[config.mk]
export PLATFORM = sky130hd
export DESIGN_NAME = score_pulse_gen
export DESIGN_NICKNAME = d
export VERILOG_FILES = /design/src/rtl/score_pulse_gen.sv
export SDC_FILE = /design/constraint.sdc
export NUM_CORES = 1
export LEC_CHECK = 0
export BUFFER_PORTS_ARGS = -buffer_cell sky130_fd_sc_hd__clkbuf_2
export CAP_MARGIN = 20
export CORE_UTILIZATION = 40
export CTS_CLUSTER_DIAMETER = 120
export CTS_CLUSTER_SIZE = 24
export DETAILED_ROUTE_END_ITERATION = 16
export PLACE_DENSITY = 0.58
export SLEW_MARGIN = 10
export SYNTH_ARGS = -nofsm -noshare
export SYNTH_HDL_FRONTEND = slang
export SYNTH_SLANG_ARGS = --single-unit
[constraint.sdc]
create_clock -name CLK_DRV -period 6.2 [get_ports CLK_DRV]
set_input_delay 0.62 -clock CLK_DRV [delete_from_list [all_inputs] [get_ports CLK_DRV]]
set_output_delay 0.62 -clock CLK_DRV [all_outputs]
set_load 0.005 [all_outputs]
[src/rtl/score_pulse_gen.sv]
// score_pulse_gen: queues brick-hit events and replays each one as a train of
// evenly spaced COUNT_1/COUNT_2 pulses, one pulse per point, for the BCD score counters.
//
// state | meaning
// IDLE  | no train running; pops the FIFO head when one is waiting
// HIGH  | COUNT_x asserted for PULSE_HIGH cycles
// LOW   | both COUNT outputs low for PULSE_GAP cycles
module score_pulse_gen #(
  parameter int PULSE_HIGH = 4,
  parameter int PULSE_GAP  = 4,
  parameter int FIFO_DEPTH = 4
) (
  input  logic       CLK_DRV,
  input  logic       RESET,
  input  logic       START_GAME_N,
  input  logic       HIT,
  input  logic [2:0] HIT_POINTS,
  input  logic       HIT_PLAYER2,
  output logic       COUNT_1,
  output logic       COUNT_2,
  output logic       BUSY,
  output logic       FULL,
  output logic       OVERFLOW
);

  localparam int AW = $clog2(FIFO_DEPTH);
  localparam int CW = AW + 1;
  localparam logic [3:0]    HIGH_LOAD = 4'(PULSE_HIGH - 1);
  localparam logic [3:0]    GAP_LOAD  = 4'(PULSE_GAP - 1);
  localparam logic [CW-1:0] DEPTH_C   = CW'(FIFO_DEPTH);

  typedef enum logic [1:0] {IDLE, HIGH, LOW} state_t;

  state_t        state_q;
  logic [3:0]    timer_q;
  logic [2:0]    rem_q;
  logic          pl_q;
  logic          count_1_q, count_2_q;

  logic [3:0]    mem_q [FIFO_DEPTH];
  logic [AW-1:0] wr_ptr_q, wr_ptr_d;
  logic [AW-1:0] rd_ptr_q, rd_ptr_d;
  logic [CW-1:0] cnt_q, cnt_d;
  logic          overflow_q, overflow_d;

  logic          clr, hit_valid, full, push, pop;
  logic [3:0]    head;

  assign clr       = RESET | ~START_GAME_N;
  assign hit_valid = HIT & (HIT_POINTS != 3'd0);
  assign full      = (cnt_q == DEPTH_C);
  assign push      = hit_valid & ~full;
  assign pop       = (state_q == IDLE) & (cnt_q != '0);
  assign head      = mem_q[rd_ptr_q];

  always_comb begin
    wr_ptr_d   = wr_ptr_q;
    rd_ptr_d   = rd_ptr_q;
    cnt_d      = cnt_q;
    overflow_d = overflow_q;
    if (push) wr_ptr_d = wr_ptr_q + AW'(1);
    if (pop)  rd_ptr_d = rd_ptr_q + AW'(1);
    if (push && !pop)      cnt_d = cnt_q + CW'(1);
    else if (pop && !push) cnt_d = cnt_q - CW'(1);
    // A drop is judged on FULL alone, so a same-cycle pop does not rescue it.
    if (hit_valid && full) overflow_d = 1'b1;
  end

  always_ff @(posedge CLK_DRV) begin
    if (clr) begin
      wr_ptr_q   <= '0;
      rd_ptr_q   <= '0;
      cnt_q      <= '0;
      overflow_q <= 1'b0;
    end else begin
      wr_ptr_q   <= wr_ptr_d;
      rd_ptr_q   <= rd_ptr_d;
      cnt_q      <= cnt_d;
      overflow_q <= overflow_d;
    end
  end

  always_ff @(posedge CLK_DRV) begin
    if (push) mem_q[wr_ptr_q] <= {HIT_POINTS, HIT_PLAYER2};
  end

  always_ff @(posedge CLK_DRV) begin
    if (clr) begin
      state_q   <= IDLE;
      timer_q   <= 4'd0;
      rem_q     <= 3'd0;
      pl_q      <= 1'b0;
      count_1_q <= 1'b0;
      count_2_q <= 1'b0;
    end else begin
      case (state_q)
        IDLE: begin
          if (pop) begin
            rem_q     <= head[3:1];
            pl_q      <= head[0];
            timer_q   <= HIGH_LOAD;
            state_q   <= HIGH;
            count_1_q <= ~head[0];
            count_2_q <= head[0];
          end
        end
        HIGH: begin
          if (timer_q == 4'd0) begin
            timer_q   <= GAP_LOAD;
            rem_q     <= rem_q - 3'd1;
            state_q   <= LOW;
            count_1_q <= 1'b0;
            count_2_q <= 1'b0;
          end else begin
            timer_q <= timer_q - 4'd1;
          end
        end
        LOW: begin
          if (timer_q == 4'd0) begin
            if (rem_q != 3'd0) begin
              timer_q   <= HIGH_LOAD;
              state_q   <= HIGH;
              count_1_q <= ~pl_q;
              count_2_q <= pl_q;
            end else begin
              state_q <= IDLE;
            end
          end else begin
            timer_q <= timer_q - 4'd1;
          end
        end
        default: begin
          state_q   <= IDLE;
          count_1_q <= 1'b0;
          count_2_q <= 1'b0;
        end
      endcase
    end
  end

  assign COUNT_1  = count_1_q;
  assign COUNT_2  = count_2_q;
  assign BUSY     = (cnt_q != '0) | (state_q != IDLE);
  assign FULL     = full;
  assign OVERFLOW = overflow_q;

endmodule

Word level (Yosys, flattened, before mapping)
Memories as Yosys holds them, arrays and structs flattened. A register that Yosys moved wholly into a read port is not among the register bits.
Index checks and enable logic that the tools add are counted.
Storage, ports and cells
  bits in registers: 20
  bits in writable memories: 16
  input port bits: 8
  output and inout port bits: 5
  logic and storage cells: 81
  memories kept: 1
Operators by class
  add/subtract/negate cells: 6
  equality and inequality tests: 8
  muxes and demuxes: 28
  bitwise gates (word level): 9
  reductions and logical operators: 19
Memories
  mem_q: depth 4, width 4, rd ports 1, clocked after memory_dff 1, wr ports 1, line 40  | logic [3:0] mem_q [FIFO_DEPTH];
Operators with widths (count)
  two-way mux 4 bit: 4
  two-way mux 3 bit: 4
  one-hot mux 4 bit (3 select lines): 1
  nonzero test 3 bit: 4
  two-way mux 1 bit: 10
  two-way mux 2 bit: 5
  AND reduction 3 bit: 3
  inequality test 2 bit (second input constant): 4
  one-hot mux 1 bit (3 select lines): 2
  one-hot mux 2 bit (3 select lines): 1
  one-hot mux 3 bit (2 select lines): 1
  nonzero test 2 bit: 3
  subtractor 3 x 1 -> 3 bit (second input constant): 2
  adder 2 x 1 -> 2 bit (second input constant): 2
  logical NOT 4 bit: 1
  NOT 1 bit: 4
  AND reduction 4 bit: 1
  subtractor 4 x 1 -> 4 bit (second input constant): 1
  adder 3 x 1 -> 3 bit (second input constant): 1
  bitwise AND 1 bit: 3
  == test 3 bit (second input constant): 1
  logical AND 1 bit: 3
  inequality test 3 bit (second input constant): 1
  == test 2 x 1 -> 1 bit (second input constant): 1
  other kinds (5): 7

Logic depth before layout (Yosys ltp)
  depth after elaboration: 7
  mapped depth: 9
  depth with buffers taken out: 9

Least setup slack after synthesis
OpenSTA, ideal clock, no wires.
  path kind: input -> register
  start: input port HIT_POINTS[1]
  end: register cnt_q[2]
  library setup time: 0.070 ns
  arrival: 2.232 ns
  data required time: 6.130 ns
  slack: 3.898 ns
  stages on the path: 9
  buffers on the path: 1
  cell sequence: or3_1 > and3b_1 > buf_2 > ha_1 > inv_1 > fa_1 > xor2_1 > or3_1 > a21oi_1
On the way
  word-level cells in the longest chain between the ends: 6
  elaborated cells on any way between the ends: 8
  those cells by class: 1 x mux; 2 x bitwise; 5 x reduce/logical
RTL lines
  start: declaration: line 17  | input logic [2:0] HIT_POINTS,
  nonzero test 3 bit (*): line 50  | assign hit_valid = HIT & (HIT_POINTS != 3'd0);
  bitwise AND 1 bit (*): line 50
  bitwise AND 1 bit (*): line 52  | assign push = hit_valid & ~full;
  named net push: line 46  | logic clr, hit_valid, full, push, pop;
  logical NOT 1 bit: line 64  | else if (pop && !push) cnt_d = cnt_q - CW'(1);
  logical AND 1 bit: line 64
  nonzero test 2 bit (no source line)
  end signal: assignment: line 78  | cnt_q <= cnt_d;
  end: declaration: line 43  | logic [CW-1:0] cnt_q, cnt_d;
Mark *: on every way through the listed nets, which the timed path passes. The rest lies on a longest branch.
A chain may end at the register's enable or synchronous reset.

Worst setup path after layout
  start: register state_q[1]
  end: output port BUSY
On the way
  word-level cells in the longest chain between the ends: 2
RTL lines
  start: declaration: line 34  | state_t state_q;
  start signal: assignment: line 89  | state_q <= IDLE;
  start signal: assignment: line 102  | state_q <= HIGH;
  start signal: assignment: line 111  | state_q <= LOW;
  nonzero test 2 bit: line 143  | assign BUSY = (cnt_q != '0) | (state_q != IDLE);
  bitwise OR 1 bit: line 143
  end: declaration: line 21  | output logic BUSY,
Every way passes these cells.

==> key figures <==
Worst setup path
  – CP endpoint kind: primary output
  – Crit start category: flip-flop
  – Arr. time, crit path: 1820 ps
  – Worst setup path class: flip-flop to primary output
  – WP data required: 5580 ps
  – CP Max Fanout: 8

Global route
  – Largest net degree at the start of global routing: 22
  – Initial antenna violation count: 0
  – GRT Util Overall: 14.3%
  – GR Overflow Total: 0
  – First-pass GRT wire length: 5.45 mm
  – Number of global-route vias before repair: 1,189

Synthesis
  – Syn nets: 182
  – Mapped Area: 0.00184 mm2
  – Yosys warnings: 0
  – Yosys cell types: 40
  – FF+latch count, synth: 38
  – Ys flop type: dfxtp_1
  – Syn avg cell area: 11.5 um2
  – Syn Inst Count: 160
  – Register area share after synthesis: 50.1%
  – Post-synth ARST share: 0%
  – EDFF count, synth: 16

Timing
  – Final worst-path cycle share: 39.4%
  – Finish-stage setup viols: 0
  – Endpoints failing hold: 0
  – Fin. max-slew vios: 0
  – Skew final: 4.84 ps
  – Setup TNS: 0 ps
  – Relative slew slack: 44.5%
  – FMAX: 409 MHz
  – RSZ-0062 raised after global routing: false
  – Worst slew pin tran: 833 ps
  – Period minus WS final: 2440 ps

Layout
  – Share of cells above drive strength 1: 17.6%
  – Commonest cells after routing, fill and taps aside: 22 x dfxtp_1, 17 x nor2_1, 16 x edfxtp_1, 13 x ha_1, 12 x clkbuf_2
  – Ant diodes: 0
  – Final net count: 197
  – Design Area, Final: 0.00208 mm2
  – Area grow syn2layout: 13.1%
  – Commonest non-fill, non-tap cell in the layout: dfxtp_1

Detailed routing
  – Post-Route WL: 3.06 mm
  – DRC: 0
  – TritonRoute pass-1 iters: 4
  – DRT iter0 DRCs: 39
  – Routed Antenna Nets: 0
  – Vias per cell: 5.10
  – Avg WL per Cell: 13.4 um
  – Vias: 1,163

Clock tree
  – Max clock buf depth: 2
  – Cts repair resizes: 0
  – Clk root buf: clkbuf_8
  – Setup repair bufs after CTS: 0
  – CTS sink count: 38
  – H-tree depth: 2
  – Skew-Pair Late Insertion Delay: 280 ps
  – CTS Buf Count: 5
  – Clk slew on worst S/H paths: 70 ps
  – CTS Hold Bufs: 0
  – CTS tree: done

Min path
  – Worst Hold Class: flip-flop to flip-flop

Floorplan
  – Ports: 13
  – Starting Density: 42.0%
  – Die Y: 69.8 um
  – Die width: 69.8 um
  – Rows: 24
  – Die area: 0.00487 mm2
  – Area of the core: 0.00438 mm2

Power
  – Clock share of power: 23.1%
  – Reg power frac: 33.8%
  – Pleak: 0.791 nW
  – Power Dens Cells: 504 mW/mm2
  – Combinational power share: 43.1%
  – Switch Pwr: 0.000373 W
  – Switching part of the total: 35.6%
  – Internal power: 0.000675 W
  – Worst IR Drop VDD: 0.000270 V

Place
  – Area after DPL: 0.00195 mm2
  – RD Place Congestion: 0.761
  – Hpwl dp: 2.30 mm
  – I/O Buffers: 12

Outcome
  – Outcome: finished clean

Job
  – Max-cap violations: 0
critical path, cell delays in order (launching register included):
cell      delay (ps)
dfxtp_1          340
inv_1            120
ha_1             320
nor4b_4          520
inv_2            100
clkbuf_2         130
metal layers:
| layer | track usage (%) | share of wire [%] | vias up |
|---|---|---|---|
| li1 | - | - | 599 |
| met1 | 18.3 | 49 | 541 |
| met2 | 22.6 | 46 | 19 |
| met3 | 4.36 | 4.1 | 4 |
| met4 | 5.33 | 1.0 | 0 |
| met5 | 0 | 0 | - |
power groups by stage:
stage | Clock (W) | Sequential, W | Combinational, W
finish | 0.000243 | 0.000354 | 0.000452
global route | 0.000260 | 0.000363 | 0.000512
CTS | 0.000249 | 0.000356 | 0.000455
detailed placement | 0 | 0.000361 | 0.000452
global placement | 0 | 0.000357 | 0.000440
floorplan | 0 | 0.000351 | 0.000363
kinds of logic after synthesis:
group | count (synthesis) | share of synthesized area (%)
flip-flops | 38 | 50.1
AND/OR/NAND/NOR | 50 | 16.7
multiplexers | 7 | 6.53
AO/OA/AOI/OAI | 31 | 11.2
XOR/XNOR | 5 | 2.38
buffers and inverters | 15 | 3.20
adder cells (fa/ha/maj) | 14 | 9.93
worst paths after layout:
| check | from | endpoint | slack, ps | cells past startpoint |
|---|---|---|---|---|
| setup / recovery | state_q[1] | BUSY | 3760 | 5 |
| hold / removal | rem_q[1] | rem_q[1] | 490 | 2 |
| setup reg to reg | cnt_q[0] | cnt_q[2] | 3860 | 8 |
| hold reg to reg | rem_q[1] | rem_q[1] | 490 | 2 |
through the flow:
step | total power (W) | utilization (%) | hold WS, ps | setup WS, ps | instances
3_5_place_dp | 0.000813 | 44.4 | 481 | 3640 | 220
5_1_grt | 0.00113 | 47.4 | 522 | 3600 | 228
2_1_floorplan | 0.000714 | - | 460 | 3900 | 160
6_report | 0.00105 | 47.4 | 493 | 3760 | 228
4_1_cts | 0.00106 | 47.4 | 498 | 3720 | 228
3_3_place_gp | 0.000797 | 44.4 | 480 | 3730 | 220
state kept, by name (all words and copies together), names as in the netlist, named ones only:
register	cells
COUNT_1	1
COUNT_2	1
OVERFLOW	1
cnt_q	3
mem_q	16
pl_q	1
rd_ptr_q	2
rem_q	3
state_q	2
timer_q	4
wr_ptr_q	2
cell type report:
| cell class | instances | area [um2] |
|---|---|---|
| Clock buffer | 5 | 68.8 |
| Clock inverter | 3 | 63.8 |
| Fill cell | 392 | 2300 |
| Inverter | 11 | 41.3 |
| Multi-Input combinational cell | 107 | 860 |
| Sequential cell | 38 | 921 |
| Tap cell | 52 | 65.1 |
| Timing Repair Buffer | 12 | 60.1 |
synth_stat cells, types with 3 or more instances:
library cell	n	area, um2
nand2b_1	7	43.8
xor2_1	4	35.0
and2_1	5	31.3
nor2_1	17	63.8
mux2i_1	3	30.0
ha_1	13	163
dfxtp_1	22	440
nand2_1	3	11.3
edfxtp_1	16	480
o21ai_0	6	30.0
mux4_2	4	90.1
inv_1	10	37.5
a211oi_1	5	37.5
a21oi_1	10	50.1
(Power assumes the default switching activity.)
